File: config.mk
export PLATFORM = sky130hd
export DESIGN_NAME = irq_ack_sequencer
export DESIGN_NICKNAME = d
export VERILOG_FILES = /design/src/rtl/irq_ack_pkg.sv /design/src/rtl/irq_ack_timer.sv /design/src/rtl/irq_ack_sequencer.sv
export SDC_FILE = /design/constraint.sdc
export NUM_CORES = 1
export LEC_CHECK = 0
export BUFFER_PORTS_ARGS = -buffer_cell sky130_fd_sc_hd__buf_2
export CORE_ASPECT_RATIO = 1.2
export CORE_UTILIZATION = 25
export CTS_CLUSTER_DIAMETER = 60
export CTS_CLUSTER_SIZE = 30
export DETAILED_ROUTE_END_ITERATION = 7
export GPL_ROUTABILITY_DRIVEN = 1
export GPL_TIMING_DRIVEN = 0
export SLEW_MARGIN = 0
export SYNTH_ARGS = -nofsm -noshare
export SYNTH_HDL_FRONTEND = slang
export SYNTH_SLANG_ARGS = --single-unit
export TNS_END_PERCENT = 100
File: constraint.sdc
create_clock -name clk -period 1.5 [get_ports clk]
set_input_delay 0.15 -clock clk [delete_from_list [all_inputs] [get_ports clk]]
set_output_delay 0.15 -clock clk [all_outputs]
set_load 0.02 [all_outputs]
File: src/rtl/irq_ack_pkg.sv
// Shared types and constants for the CPU-side interrupt acknowledge sequencer.
package irq_ack_pkg;

   typedef enum logic [2:0] {
      IDLE,
      INTA1,
      GAP,
      INTA2,
      HOLD,
      RECOVER
   } irq_ack_state_t;

   localparam logic [7:0] DEFAULT_SPURIOUS_VECTOR = 8'h0F;

   function automatic int unsigned max_cycles(input int unsigned a, input int unsigned b);
      return (a > b) ? a : b;
   endfunction

endpackage

File: src/rtl/irq_ack_timer.sv
// Loadable down-counter with a zero flag; times the INTA pulses, the gap and recovery.
module irq_ack_timer #(
   parameter int unsigned WIDTH = 2
) (
   input  logic             clk,
   input  logic             reset,
   input  logic             load,
   input  logic [WIDTH-1:0] load_value,
   output logic             zero
);

   logic [WIDTH-1:0] count_q;

   // Saturates at zero so idle states need no explicit enable.
   always_ff @(posedge clk or posedge reset) begin
      if (reset) begin
         count_q <= '0;
      end else if (load) begin
         count_q <= load_value;
      end else if (count_q != '0) begin
         count_q <= count_q - 1'b1;
      end
   end

   assign zero = (count_q == '0);

endmodule

File: src/rtl/irq_ack_sequencer.sv
// Drives the two-pulse INTA protocol to an 8259-style PIC, captures the vector byte
// and offers it to the CPU core over a valid/ready handshake.
module irq_ack_sequencer
   import irq_ack_pkg::*;
#(
   parameter int unsigned INTA_LOW_CYCLES = 2,
   parameter int unsigned INTA_GAP_CYCLES = 1,
   parameter logic [7:0]  SPURIOUS_VECTOR = DEFAULT_SPURIOUS_VECTOR
) (
   input  logic       clk,
   input  logic       reset,
   input  logic       pic_intr,
   input  logic [7:0] pic_data_in,
   input  logic       pic_data_io,
   output logic       inta_n,
   input  logic       cpu_int_enable,
   input  logic       cpu_boundary,
   output logic [7:0] vector,
   output logic       vector_valid,
   input  logic       vector_ready,
   output logic       busy,
   output logic       spurious
);

   localparam int unsigned CNT_W = $clog2(max_cycles(INTA_LOW_CYCLES, INTA_GAP_CYCLES) + 1);
   localparam logic [CNT_W-1:0] LOW_LOAD = CNT_W'(INTA_LOW_CYCLES - 1);
   localparam logic [CNT_W-1:0] GAP_LOAD = CNT_W'(INTA_GAP_CYCLES - 1);

   irq_ack_state_t   state_q, state_d;
   logic             timer_load;
   logic [CNT_W-1:0] timer_value;
   logic             timer_zero;

   logic [7:0] vector_q, vector_d;
   logic       spurious_q, spurious_d;
   logic       inta_n_q;
   logic       vector_valid_q;
   logic       busy_q;

   irq_ack_timer #(
      .WIDTH (CNT_W)
   ) u_timer (
      .clk        (clk),
      .reset      (reset),
      .load       (timer_load),
      .load_value (timer_value),
      .zero       (timer_zero)
   );

   // Once INTA1 is entered the sequence always runs to HOLD, whatever the PIC or CPU do.
   always_comb begin
      state_d     = state_q;
      timer_load  = 1'b0;
      timer_value = LOW_LOAD;
      vector_d    = vector_q;
      spurious_d  = spurious_q;
      unique case (state_q)
         IDLE: begin
            if (pic_intr && cpu_int_enable && cpu_boundary) begin
               state_d     = INTA1;
               timer_load  = 1'b1;
               timer_value = LOW_LOAD;
            end
         end
         INTA1: begin
            if (timer_zero) begin
               state_d     = GAP;
               timer_load  = 1'b1;
               timer_value = GAP_LOAD;
            end
         end
         GAP: begin
            if (timer_zero) begin
               state_d     = INTA2;
               timer_load  = 1'b1;
               timer_value = LOW_LOAD;
            end
         end
         INTA2: begin
            if (timer_zero) begin
               state_d = HOLD;
               if (!pic_data_io) begin
                  vector_d   = pic_data_in;
                  spurious_d = 1'b0;
               end else begin
                  vector_d   = SPURIOUS_VECTOR;
                  spurious_d = 1'b1;
               end
            end
         end
         HOLD: begin
            if (vector_ready) begin
               state_d     = RECOVER;
               timer_load  = 1'b1;
               timer_value = GAP_LOAD;
            end
         end
         RECOVER: begin
            if (timer_zero) begin
               state_d = IDLE;
            end
         end
         default: state_d = IDLE;
      endcase
   end

   // Outputs are registered from the next state so they line up with the state register.
   always_ff @(posedge clk or posedge reset) begin
      if (reset) begin
         state_q        <= IDLE;
         vector_q       <= 8'h00;
         spurious_q     <= 1'b0;
         inta_n_q       <= 1'b1;
         vector_valid_q <= 1'b0;
         busy_q         <= 1'b0;
      end else begin
         state_q        <= state_d;
         vector_q       <= vector_d;
         spurious_q     <= spurious_d;
         inta_n_q       <= !((state_d == INTA1) || (state_d == INTA2));
         vector_valid_q <= (state_d == HOLD);
         busy_q         <= (state_d != IDLE);
      end
   end

   assign inta_n       = inta_n_q;
   assign vector       = vector_q;
   assign vector_valid = vector_valid_q;
   assign busy         = busy_q;
   assign spurious     = spurious_q;

endmodule

==> impl_metrics.sql, run 1 <==
INSERT INTO impl_metrics (metric_group, metric, value, unit) VALUES
('die', 'initial_util', '0.270', ''),
('worst_setup_path', 'r2r_cells', '6', ''),
('die', 'chipHeight', '65.8', 'um'),
('hold_path', 'worst_hold_startpoint', 'vector_ready', ''),
('layout', 'mostFrequentLayoutCell', 'buf_2', ''),
('detailed_routing', 'first_iter_violations', '10', ''),
('clock_network', 'number_of_clock_sinks', '17', ''),
('clock_network', 'clk_pin_slew', '0.10', 'ns'),
('synth', 'ys_ff_latch', '17', ''),
('global_route', 'groute.usage.overall', '0.102', ''),
('synth', 'synthesis.area_per_instance', '10.1', 'um^2'),
('pwr', 'cell_internal_pwr', '1.31', 'mW'),
('detailed_routing', 'drt-vias-per-instance', '4.47', ''),
('detailed_routing', 'tritonroute_pass_1_iters', '3', ''),
('clock_network', 'insertion_delay', '0.28', 'ns'),
('worst_setup_path', 'crit_arrival', '1.49', 'ns'),
('pwr', 'netSwitchingPower', '968', 'uW'),
('global_route', 'antenna_found_initial', '0', ''),
('sta', 'max_slew_margin', '0.584', ''),
('pwr', 'p_per_area', '2150', 'nW/um^2'),
('synth', 'synth_seq_area_share', '0.504', ''),
('detailed_routing', 'wire_per_inst', '10.8', 'um'),
('pwr', 'power_leakage', '0.525', 'nW'),
('synth', 'yosysWarningCount', '0', ''),
('sta', 'setup_viol', '0', ''),
('global_route', 'first_global_vias', '616', ''),
('global_route', 'grt_start_max_net_pins', '18', ''),
('synth', 'post_synth_inst_count', '84', ''),
('sta', 'max_freq', '755', 'MHz'),
('pwr', 'clockPowerShare', '0.103', ''),
('run', 'drv.max_cap_violation_count', '0', ''),
('die', 'dieArea', '3630', 'um^2'),
('synth', 'synth_cell_types', '26', ''),
('worst_setup_path', 'startpoint_type_of_the_worst_setup_path', 'register', ''),
('layout', 'mostFrequentLayoutCells', 'buf_2, dfrtp_1, nand2_1, o21ai_0, nor2_1', ''),
('worst_setup_path', 'critical_path.max_fanout', '10', ''),
('layout', 'area.growth.synth_to_final', '25.6', '%'),
('sta', 'fin_skew', '0.00470', 'ns'),
('worst_setup_path', 'rr_endpoint', 'vector[3]$_DFFE_PP0P_', ''),
('pwr', 'switching_share', '0.424', ''),
('layout', 'layout-drive-gt1-share', '0.360', ''),
('pwr', 'power.sequential.fraction', '0.352', ''),
('die', 'io_pins', '27', ''),
('worst_setup_path', 'end_kind', 'register', ''),
('synth', 'synth_area', '847', 'um^2'),
('sta', 'final_critical_path_setup_slack', '0.175', 'ns'),
('clock_network', 'number_of_buffers_between_clock_root_and_the_deepest_sink', '2', ''),
('global_route', 'wire_length_of_the_first_global_routing_pass', '2.68', 'mm'),
('worst_setup_path', 'crit_path_start', 'u_timer.count_q[0]$_DFFE_PP0P_', ''),
('die', 'row_count', '22', ''),
('sta', 'worst_pin_slew', '0.623', 'ns'),
('hold_path', 'whs_endpoint', 'vector_valid$_DFF_PP0_', ''),
('sta', 'timing_hold_violations_final', '0', ''),
('sta', 'period_share', '0.883', ''),
('placed_design', 'post-place-ws', '0.0437', 'ns'),
('global_route', 'global_route.overflow_total', '0', ''),
('worst_setup_path', 'worstPathRequired', '1.67', 'ns'),
('die', 'design.core.area', '3140', 'um^2'),
('outcome', 'status', 'complete, no violations', ''),
('detailed_routing', 'overall_via_count_from_detail_route', '671', ''),
('placed_design', 'io_buffer_count', '25', ''),
('worst_setup_path', 'r2r-start', 'u_timer.count_q[0]$_DFFE_PP0P_', ''),
('worst_setup_path', 'worst-setup-path-type', 'register to register', ''),
('clock_network', 'num_cts_buffers', '3', ''),
('pwr', 'power.share.combinational', '0.545', ''),
('sta', 'fin_setup_tns', '0', 'ns'),
('hold_path', 'hold_removal_path_class', 'primary input to register', ''),
('clock_network', 'clock_tree_from_tritoncts', 'done', ''),
('synth', 'syn-num-nets', '100', ''),
('detailed_routing', 'drt.antenna.violating_nets', '0', ''),
('sta', 'timing.final.max_slew_violations', '0', ''),
('die', 'floorplan.die.width', '55.1', 'um'),
('placed_design', 'hpwlAfterDp', '1.28', 'mm'),
('clock_network', 'ctsRootBufferMaster', 'clkbuf_4', ''),
('pwr', 'max-vdd-ir-drop', '0.00109', 'V'),
('hold_path', 'min_path_cells', '2', ''),
('sta', 'period_needed', '1.32', 'ns'),
('clock_network', 'cts.htree.levels', '1', ''),
('sta', 'rsz0062_at_grt', 'no', ''),
('layout', 'finish.net_count', '131', ''),
('detailed_routing', 'totalWireLength', '1.62', 'mm'),
('placed_design', 'gp_congestion', '0.863', ''),
('worst_setup_path', 'regToRegSetupSlack', '0.18', 'ns'),
('detailed_routing', 'detailed_route_drc_error_count', '0', ''),
('layout', 'num_antenna_cells', '0', '');
==> registers in the layout (all words and copies together), names as in the netlist <==
name	cells
busy	1
vector	8
state_q	3
vector_valid	1
spurious	1
inta_n	1
u_timer.count_q	2
==> per-layer routing <==
layer,global-route usage,part of all wire
met2,0.166,0.49
met1,0.126,0.46
met5,0,0
met3,0.0208,0.047
met4,0.0469,0.0080
==> cells by family after synthesis <==
kind of cell             after synthesis  synth area share
buffers and inverters                 10            0.0694
adder cells (fa/ha/maj)                1            0.0148
flip-flops                            17             0.504
AO/OA/AOI/OAI                         20             0.145
AND/OR/NAND/NOR                       33             0.233
multiplexers                           1            0.0133
XOR/XNOR                               2            0.0207
==> power groups by stage <==
stage	clock network, mW	registers [mW]	logic (mW)
2_1_floorplan	0	1.00	0.741
3_3_place_gp	0	0.807	1.22
3_5_place_dp	0	0.817	1.25
5_1_grt	0.284	0.830	1.38
6_report	0.235	0.804	1.24
4_1_cts	0.257	0.810	1.25
==> worst max-delay path by stage <==
stage / to / slack [ns] / cells past startpoint
after floorplan: u_timer.count_q[1]$_DFFE_PP0P_ / 0.16 / 6
after global placement: u_timer.count_q[1]$_DFFE_PP0P_ / 0.09 / 6
after detailed placement: u_timer.count_q[1]$_DFFE_PP0P_ / 0.04 / 6
after CTS: u_timer.count_q[1]$_DFFE_PP0P_ / 0.01 / 6
after global routing: vector[3]$_DFFE_PP0P_ / 0.008 / 6
final: vector[3]$_DFFE_PP0P_ / 0.18 / 6
==> repair_timing <==
action / in CTS / in global routing
setup buffers: 0 / 0
endpoints found under the hold margin: 16 / 0
setup endpoints to repair: 0 / 9
hold buffers: 1 / 0
gates resized for setup: 0 / 4
==> through the flow <==
stage                util  instance area [um^2]  cells  power [mW]  hold slack, ns
finish              0.339                  1060    150        2.28          0.0788
floorplan               -                   847     84        1.74          0.0753
global placement    0.324                  1020    145        2.02           0.271
CTS                 0.336                  1050    150        2.32          0.0599
detailed placement  0.324                  1020    145        2.07           0.269
global route        0.339                  1060    150        2.50          0.0700
==> cell type report <==
cell class	instances	area [um^2]
clock buffer	3	22.5
clock inverter	1	5.00
inverter	4	15.0
sequential	17	427
multi-input combinational	57	364
fill	346	2070
buffer	6	50.0
timing repair buffer	26	135
tap	36	45.0
==> synth_stat cells <==
library cell / n / area [um^2]
a2111oi_2: 1 / 15.0
nor3_1: 1 / 5.00
nand4b_4: 2 / 47.6
o41ai_1: 1 / 8.76
xnor2_1: 1 / 8.76
buf_1: 1 / 3.75
nand2_1: 11 / 41.3
o2111a_1: 1 / 11.3
a21oi_1: 6 / 30.0
buf_2: 2 / 10.0
inv_1: 4 / 15.0
nand2b_1: 5 / 31.3
or3_1: 1 / 6.26
dfrtp_1: 16 / 400
nand3b_1: 2 / 15.0
nor2_1: 9 / 33.8
o21ai_0: 10 / 50.1
buf_4: 1 / 7.51
buf_6: 2 / 22.5
dfstp_2: 1 / 26.3
nand3_1: 1 / 5.00
ha_1: 1 / 12.5
mux2_2: 1 / 11.3
nor3b_2: 1 / 12.5
o21a_1: 1 / 7.51
xor2_1: 1 / 8.76
==> critical path: stages (launching register included) <==
cell and delay (ns):
dfrtp_1 0.40, inv_1 0.06, ha_2 0.22, nand4b_4 0.19, buf_6 0.20, nand2_1 0.06, o21ai_0 0.07
Power figures use the tool's default switching activity.
==> inputs of run 2 (changes only) <==
--- a/config.mk
+++ b/config.mk
@@ -6,6 +6,8 @@
 export NUM_CORES = 1
 export LEC_CHECK = 0
 export BUFFER_PORTS_ARGS = -buffer_cell sky130_fd_sc_hd__buf_2
+export CELL_PAD_IN_SITES_DETAIL_PLACEMENT = 0
+export CELL_PAD_IN_SITES_GLOBAL_PLACEMENT = 1
 export CORE_ASPECT_RATIO = 1.2
 export CORE_UTILIZATION = 25
 export CTS_CLUSTER_DIAMETER = 60
@@ -13,6 +15,7 @@
 export DETAILED_ROUTE_END_ITERATION = 7
 export GPL_ROUTABILITY_DRIVEN = 1
 export GPL_TIMING_DRIVEN = 0
+export PLACE_DENSITY_LB_ADDON = 0.1
 export SLEW_MARGIN = 0
 export SYNTH_ARGS = -nofsm -noshare
 export SYNTH_HDL_FRONTEND = slang
==> run 2 against run 1 <==
  * Sequential share of layout area stayed put
  * Register-to-register slack worse by 0.04 ns
  * Die area stayed put
  * Largest cell class unchanged
  * Highest routed layer unchanged
==> impl_metrics.sql, run 2 (same netlist as run 1, synthesis figures left out) <==
INSERT INTO impl_metrics (metric_group, metric, value, unit) VALUES
('outcome', 'status', 'complete, no violations', ''),
('clock_network', 'cts.htree.levels', '1', ''),
('pwr', 'power.sequential.fraction', '0.348', ''),
('worst_setup_path', 'sequence_of_cells_on_the_critical_path', 'inv_1 > ha_2 > nand4b_4 > buf_2 > nand2_1 > o21ai_0', ''),
('sta', 'fin_setup_tns', '0', 'ns'),
('sta', 'period_needed', '1.37', 'ns'),
('detailed_routing', 'tritonroute_pass_1_iters', '4', ''),
('sta', 'timing.final.max_slew_violations', '0', ''),
('layout', 'final-seq-area', '427', 'um^2'),
('worst_setup_path', 'critical_path.max_fanout', '10', ''),
('detailed_routing', 'overall_via_count_from_detail_route', '672', ''),
('sta', 'final_critical_path_setup_slack', '0.134', 'ns'),
('placed_design', 'post-place-ws', '0.0458', 'ns'),
('clock_network', 'num_cts_buffers', '3', ''),
('worst_setup_path', 'end_kind', 'register', ''),
('worst_setup_path', 'crit_path_top_delay_cell', 'dfrtp_1', ''),
('die', 'floorplan.die.width', '55.1', 'um'),
('pwr', 'p_per_area', '2160', 'nW/um^2'),
('global_route', 'first_global_vias', '658', ''),
('worst_setup_path', 'critical_path.top_delay_family', 'flip-flops', ''),
('clock_network', 'insertion_delay', '0.28', 'ns'),
('sta', 'worst_pin_slew', '0.669', 'ns'),
('worst_setup_path', 'crit_buf_inv', '2', ''),
('sta', 'max_freq', '732', 'MHz'),
('detailed_routing', 'first_iter_violations', '1', ''),
('placed_design', 'hpwlAfterDp', '1.29', 'mm'),
('layout', 'num_antenna_cells', '0', ''),
('die', 'row_count', '22', ''),
('clock_network', 'number_of_clock_sinks', '17', ''),
('clock_network', 'ctsRootBufferMaster', 'clkbuf_4', ''),
('detailed_routing', 'wire_per_inst', '11.3', 'um'),
('worst_setup_path', 'startpoint_type_of_the_worst_setup_path', 'register', ''),
('clock_network', 'number_of_buffers_between_clock_root_and_the_deepest_sink', '2', ''),
('worst_setup_path', 'crit_path_start', 'u_timer.count_q[0]$_DFFE_PP0P_', ''),
('detailed_routing', 'drt.antenna.violating_nets', '0', ''),
('clock_network', 'clk_pin_slew', '0.10', 'ns'),
('placed_design', 'gp_congestion', '0.750', ''),
('die', 'initial_util', '0.270', ''),
('clock_network', 'clock_tree_from_tritoncts', 'done', ''),
('pwr', 'totalPowerFinal', '2.30', 'mW'),
('detailed_routing', 'detailed_route_drc_error_count', '0', ''),
('worst_setup_path', 'worst-setup-path-type', 'register to register', ''),
('global_route', 'antenna_found_initial', '0', ''),
('sta', 'max_slew_margin', '0.553', ''),
('detailed_routing', 'totalWireLength', '1.71', 'mm'),
('layout', 'largest_reg_flops', '8', ''),
('layout', 'mostFrequentLayoutCell', 'buf_2', ''),
('placed_design', 'placed_area', '1020', 'um^2'),
('global_route', 'global_route.overflow_total', '0', ''),
('layout', 'filler_cell_count', '355', ''),
('hold_path', 'hold_removal_path_class', 'primary input to register', ''),
('sta', 'period_share', '0.911', ''),
('layout', 'layout-drive-gt1-share', '0.357', ''),
('die', 'io_pins', '27', ''),
('layout', 'mostFrequentLayoutCells', 'buf_2, dfrtp_1, nand2_1, o21ai_0, nor2_1', ''),
('sta', 'fin_skew', '0.00680', 'ns'),
('detailed_routing', 'drt-vias-per-instance', '4.45', ''),
('sta', 'setup_viol', '0', ''),
('worst_setup_path', 'r2r-start', 'u_timer.count_q[0]$_DFFE_PP0P_', ''),
('die', 'dieArea', '3630', 'um^2'),
('pwr', 'max-vdd-ir-drop', '0.000873', 'V'),
('sta', 'rsz0062_at_grt', 'no', ''),
('layout', 'finish.net_count', '132', ''),
('global_route', 'groute.usage.overall', '0.110', ''),
('global_route', 'grt_start_max_net_pins', '18', ''),
('run', 'drv.max_cap_violation_count', '0', ''),
('pwr', 'cell_internal_pwr', '1.32', 'mW'),
('hold_path', 'worst_hold_startpoint', 'vector_ready', ''),
('pwr', 'clockPowerShare', '0.102', ''),
('global_route', 'wire_length_of_the_first_global_routing_pass', '2.85', 'mm'),
('layout', 'post-route-util', '0.339', ''),
('worst_setup_path', 'critical-path-max-stage-delay', '0.39', 'ns'),
('pwr', 'power_leakage', '0.524', 'nW'),
('die', 'chipHeight', '65.8', 'um'),
('pwr', 'switching_share', '0.423', ''),
('worst_setup_path', 'crit_arrival', '1.53', 'ns'),
('sta', 'timing_hold_violations_final', '0', ''),
('pwr', 'power.share.combinational', '0.549', ''),
('layout', 'multi_input_comb_area', '364', 'um^2'),
('layout', 'layout.cell_area.non_filler', '1060', 'um^2'),
('pwr', 'netSwitchingPower', '973', 'uW'),
('placed_design', 'io_buffer_count', '25', ''),
('worst_setup_path', 'worstPathRequired', '1.66', 'ns'),
('die', 'design.core.area', '3140', 'um^2'),
('layout', 'area.growth.synth_to_final', '25.6', '%');
## run 2: cell count changes in the layout (fill, tap and decap cells not counted), sizes merged
cell,previous run,this run
buf,31,32
clkinv,1,0
clkbuf,3,4
## run 2: power groups by stage
stage | clock (mW) | combinational (mW) | sequential (mW)
2_1_floorplan | 0 | 0.741 | 1.00
3_3_place_gp | 0 | 1.25 | 0.808
3_5_place_dp | 0 | 1.26 | 0.809
4_1_cts | 0.257 | 1.26 | 0.803
5_1_grt | 0.272 | 1.41 | 0.823
6_report | 0.235 | 1.26 | 0.800
## run 2: layout make-up
class	count	area share
buffer	6	0.0412
clock buffer	4	0.0247
inverter	4	0.0141
multi-input combinational	57	0.342
sequential	17	0.401
tap	36	0.0424
timing repair buffer	27	0.134
## run 2: per-stage QoR
| stage | hold slack (ns) | instances |
|---|---|---|
| after floorplan | 0.0753 | 84 |
| after global placement | 0.288 | 145 |
| after detailed placement | 0.300 | 145 |
| after CTS | 0.0626 | 150 |
| after global routing | 0.0763 | 151 |
| final | 0.0729 | 151 |
## run 2: repair_timing
item                                   CTS  global route
hold buffers                             1             0
setup buffers                            0             1
setup endpoints to repair                0             8
resized for setup                        0             1
endpoints found under the hold margin   16             0
## run 2: path summary, 6_finish.rpt
kind | to | slack, ns | cells after the start
setup / recovery | vector[3]$_DFFE_PP0P_ | 0.13 | 6
hold / removal | vector_valid$_DFF_PP0_ | 0.07 | 2
setup reg to reg | vector[3]$_DFFE_PP0P_ | 0.13 | 6
hold reg to reg | vector[1]$_DFFE_PP0P_ | 0.49 | 2
max in group asynchronous | vector[0]$_DFFE_PP0P_ | 0.57 | 3
min in group asynchronous | state_q[0]$_DFF_PP0_ | 0.50 | 3
## run 2: metal layers
layer	global-route usage	routed length (um)	up-vias
li1	-	-	344
met1	0.143	753	309
met2	0.175	874	17
met3	0.0139	65	2
met4	0.0563	19	0
met5	0	0	-
==> inputs of run 3 (changes only) <==
--- a/config.mk
+++ b/config.mk
@@ -16,6 +16,7 @@
 export GPL_ROUTABILITY_DRIVEN = 1
 export GPL_TIMING_DRIVEN = 0
 export PLACE_DENSITY_LB_ADDON = 0.1
+export REMOVE_ABC_BUFFERS = 1
 export SLEW_MARGIN = 0
 export SYNTH_ARGS = -nofsm -noshare
 export SYNTH_HDL_FRONTEND = slang
==> run 3 against run 2 <==
  * Fmax increased by 0.69%
  * Power is 1.3% lower
  * Worst setup slack improved by 0.0093 ns
  * Die area is the same
  * Wire length rose by 0.18%
  * Sequential cell count unchanged
  * Critical path depth unchanged
==> impl_metrics.sql, run 3 (same netlist as run 1, synthesis figures left out) <==
INSERT INTO impl_metrics (metric_group, metric, value, unit) VALUES
('clock_network', 'number_of_buffers_between_clock_root_and_the_deepest_sink', '2', ''),
('worst_setup_path', 'critical_path.top_delay_family', 'flip-flops', ''),
('sta', 'worst_pin_slew', '0.680', 'ns'),
('layout', 'largest_reg_flops', '8', ''),
('clock_network', 'clk_pin_slew', '0.10', 'ns'),
('sta', 'fin_skew', '0.00204', 'ns'),
('worst_setup_path', 'regToRegSetupSlack', '0.14', 'ns'),
('sta', 'rsz0062_at_grt', 'no', ''),
('worst_setup_path', 'sequence_of_cells_on_the_critical_path', 'inv_1 > ha_4 > nand4b_4 > buf_4 > nand2_1 > o21ai_0', ''),
('die', 'chipHeight', '65.8', 'um'),
('worst_setup_path', 'worstPathRequired', '1.68', 'ns'),
('clock_network', 'insertion_delay', '0.28', 'ns'),
('global_route', 'grt_start_max_net_pins', '18', ''),
('detailed_routing', 'totalWireLength', '1.72', 'mm'),
('clock_network', 'ctsRootBufferMaster', 'clkbuf_4', ''),
('detailed_routing', 'wire_per_inst', '11.5', 'um'),
('layout', 'area.growth.synth_to_final', '24.8', '%'),
('detailed_routing', 'drt.antenna.violating_nets', '0', ''),
('die', 'io_pins', '27', ''),
('worst_setup_path', 'startpoint_type_of_the_worst_setup_path', 'register', ''),
('sta', 'period_needed', '1.36', 'ns'),
('detailed_routing', 'tritonroute_pass_1_iters', '4', ''),
('worst_setup_path', 'rr_endpoint', 'vector[3]$_DFFE_PP0P_', ''),
('die', 'initial_util', '0.270', ''),
('sta', 'max_slew_margin', '0.546', ''),
('worst_setup_path', 'crit_path_start', 'u_timer.count_q[0]$_DFFE_PP0P_', ''),
('sta', 'max_freq', '737', 'MHz'),
('worst_setup_path', 'worst-setup-path-type', 'register to register', ''),
('global_route', 'wire_length_of_the_first_global_routing_pass', '2.93', 'mm'),
('worst_setup_path', 'crit_buf_inv', '2', ''),
('global_route', 'global_route.overflow_total', '0', ''),
('layout', 'layout-drive-gt1-share', '0.354', ''),
('worst_setup_path', 'termination_of_the_worst_setup_path', 'vector[3]$_DFFE_PP0P_', ''),
('outcome', 'status', 'complete, no violations', ''),
('global_route', 'groute.usage.overall', '0.115', ''),
('clock_network', 'clock_tree_from_tritoncts', 'done', ''),
('worst_setup_path', 'crit_arrival', '1.53', 'ns'),
('layout', 'num_antenna_cells', '0', ''),
('detailed_routing', 'detailed_route_drc_error_count', '0', ''),
('die', 'row_count', '22', ''),
('clock_network', 'num_cts_buffers', '3', ''),
('detailed_routing', 'drt-vias-per-instance', '4.48', ''),
('detailed_routing', 'overall_via_count_from_detail_route', '667', ''),
('worst_setup_path', 'critical-path-max-stage-delay', '0.40', 'ns'),
('layout', 'layout.cell_area.non_filler', '1060', 'um^2'),
('worst_setup_path', 'r2r_cells', '6', ''),
('die', 'floorplan.die.width', '55.1', 'um'),
('pwr', 'power_leakage', '0.517', 'nW'),
('global_route', 'antenna_found_initial', '0', ''),
('sta', 'setup_viol', '0', ''),
('placed_design', 'io_buffer_count', '26', ''),
('sta', 'period_share', '0.905', ''),
('pwr', 'p_per_area', '2140', 'nW/um^2'),
('global_route', 'first_global_vias', '651', ''),
('die', 'dieArea', '3630', 'um^2'),
('die', 'design.core.area', '3140', 'um^2'),
('sta', 'timing_hold_violations_final', '0', ''),
('run', 'drv.max_cap_violation_count', '0', ''),
('pwr', 'max-vdd-ir-drop', '0.000795', 'V'),
('layout', 'finish.net_count', '130', ''),
('worst_setup_path', 'r2r-start', 'u_timer.count_q[0]$_DFFE_PP0P_', ''),
('worst_setup_path', 'cp_num_cells', '6', ''),
('placed_design', 'placed_area', '978', 'um^2'),
('placed_design', 'hpwlAfterDp', '1.20', 'mm'),
('layout', 'mostFrequentLayoutCell', 'buf_2', ''),
('worst_setup_path', 'crit_path_top_delay_cell', 'dfrtp_1', ''),
('hold_path', 'hold_removal_path_class', 'primary input to register', ''),
('clock_network', 'cts.htree.levels', '1', ''),
('layout', 'mostFrequentLayoutCells', 'buf_2, dfrtp_1, nand2_1, o21ai_0, nor2_1', ''),
('worst_setup_path', 'critical_path.max_fanout', '12', ''),
('sta', 'timing.final.max_slew_violations', '0', ''),
('detailed_routing', 'first_iter_violations', '12', ''),
('clock_network', 'number_of_clock_sinks', '17', ''),
('worst_setup_path', 'end_kind', 'register', ''),
('sta', 'fin_setup_tns', '0', 'ns'),
('placed_design', 'gp_congestion', '0.797', '');
-- run 3: cell types whose count changed in the layout (fill, tap and decap cells not counted), sizes merged --
cell and change:
buf -2
-- run 3: worst reg2reg max path, delay by kind of cell (launching register included) --
family	cells	cell delay (ns)
buffers and inverters	2	0.31
DFF	1	0.40
adders and majority gates	1	0.24
AOI/OAI and AO/OA	1	0.07
and+or+nand+nor	2	0.24
-- run 3: final cells by class --
| type | instances | area, um^2 |
|---|---|---|
| multi-input cells | 57 | 374 |
| well taps | 36 | 45.0 |
| clock buffers | 4 | 26.3 |
| flip-flops and latches | 17 | 427 |
| fillers | 336 | 2080 |
| inverters | 4 | 15.0 |
| repair buffers | 31 | 170 |
-- run 3: worst min path at each step --
stage / start / end / slack, ns / cells after the start
floorplan: reset / busy$_DFF_PP0_ / 0.08 / 1
global placement: reset / vector[2]$_DFFE_PP0P_ / 0.29 / 2
detailed placement: reset / vector[1]$_DFFE_PP0P_ / 0.31 / 2
CTS: vector_ready / vector_valid$_DFF_PP0_ / 0.05 / 2
global route: vector_ready / vector_valid$_DFF_PP0_ / 0.05 / 2
finish: vector_ready / vector_valid$_DFF_PP0_ / 0.06 / 2
-- run 3: what timing repair did --
action,CTS,global route
hold buffers,1,0
gates resized for setup,1,1
endpoints found under the setup margin,10,7
endpoints found under the hold margin,16,0
cloned,0,0
setup buffers,4,0
-- run 3: where the power goes --
part / leakage (nW) / switching (mW) / internal (mW)
sequential: 0.207 / 0.205 / 0.692
clock: 0.0150 / 0.144 / 0.103
combinational: 0.295 / 0.617 / 0.506
-- run 3: layer usage --
metal | wire (um) | global-route usage | vias to the layer above | part of all wire
met5 | 0 | 0 | - | 0
met4 | 19 | 0.0656 | 0 | 0.011
met3 | 60 | 0.0208 | 2 | 0.035
met2 | 868 | 0.193 | 17 | 0.51
met1 | 768 | 0.132 | 310 | 0.45
li1 | - | - | 338 | -
-- run 3: per-stage QoR --
step,utilization,instances,power [mW],hold slack [ns],worst slack [ns]
detailed placement,0.312,140,1.95,0.309,-0.198
global placement,0.312,140,1.95,0.285,-0.203
finish,0.337,149,2.27,0.0647,0.143
floorplan,-,78,1.64,0.0753,0.00393
CTS,0.334,149,2.27,0.0474,0.0527
global route,0.337,149,2.48,0.0509,0.0319
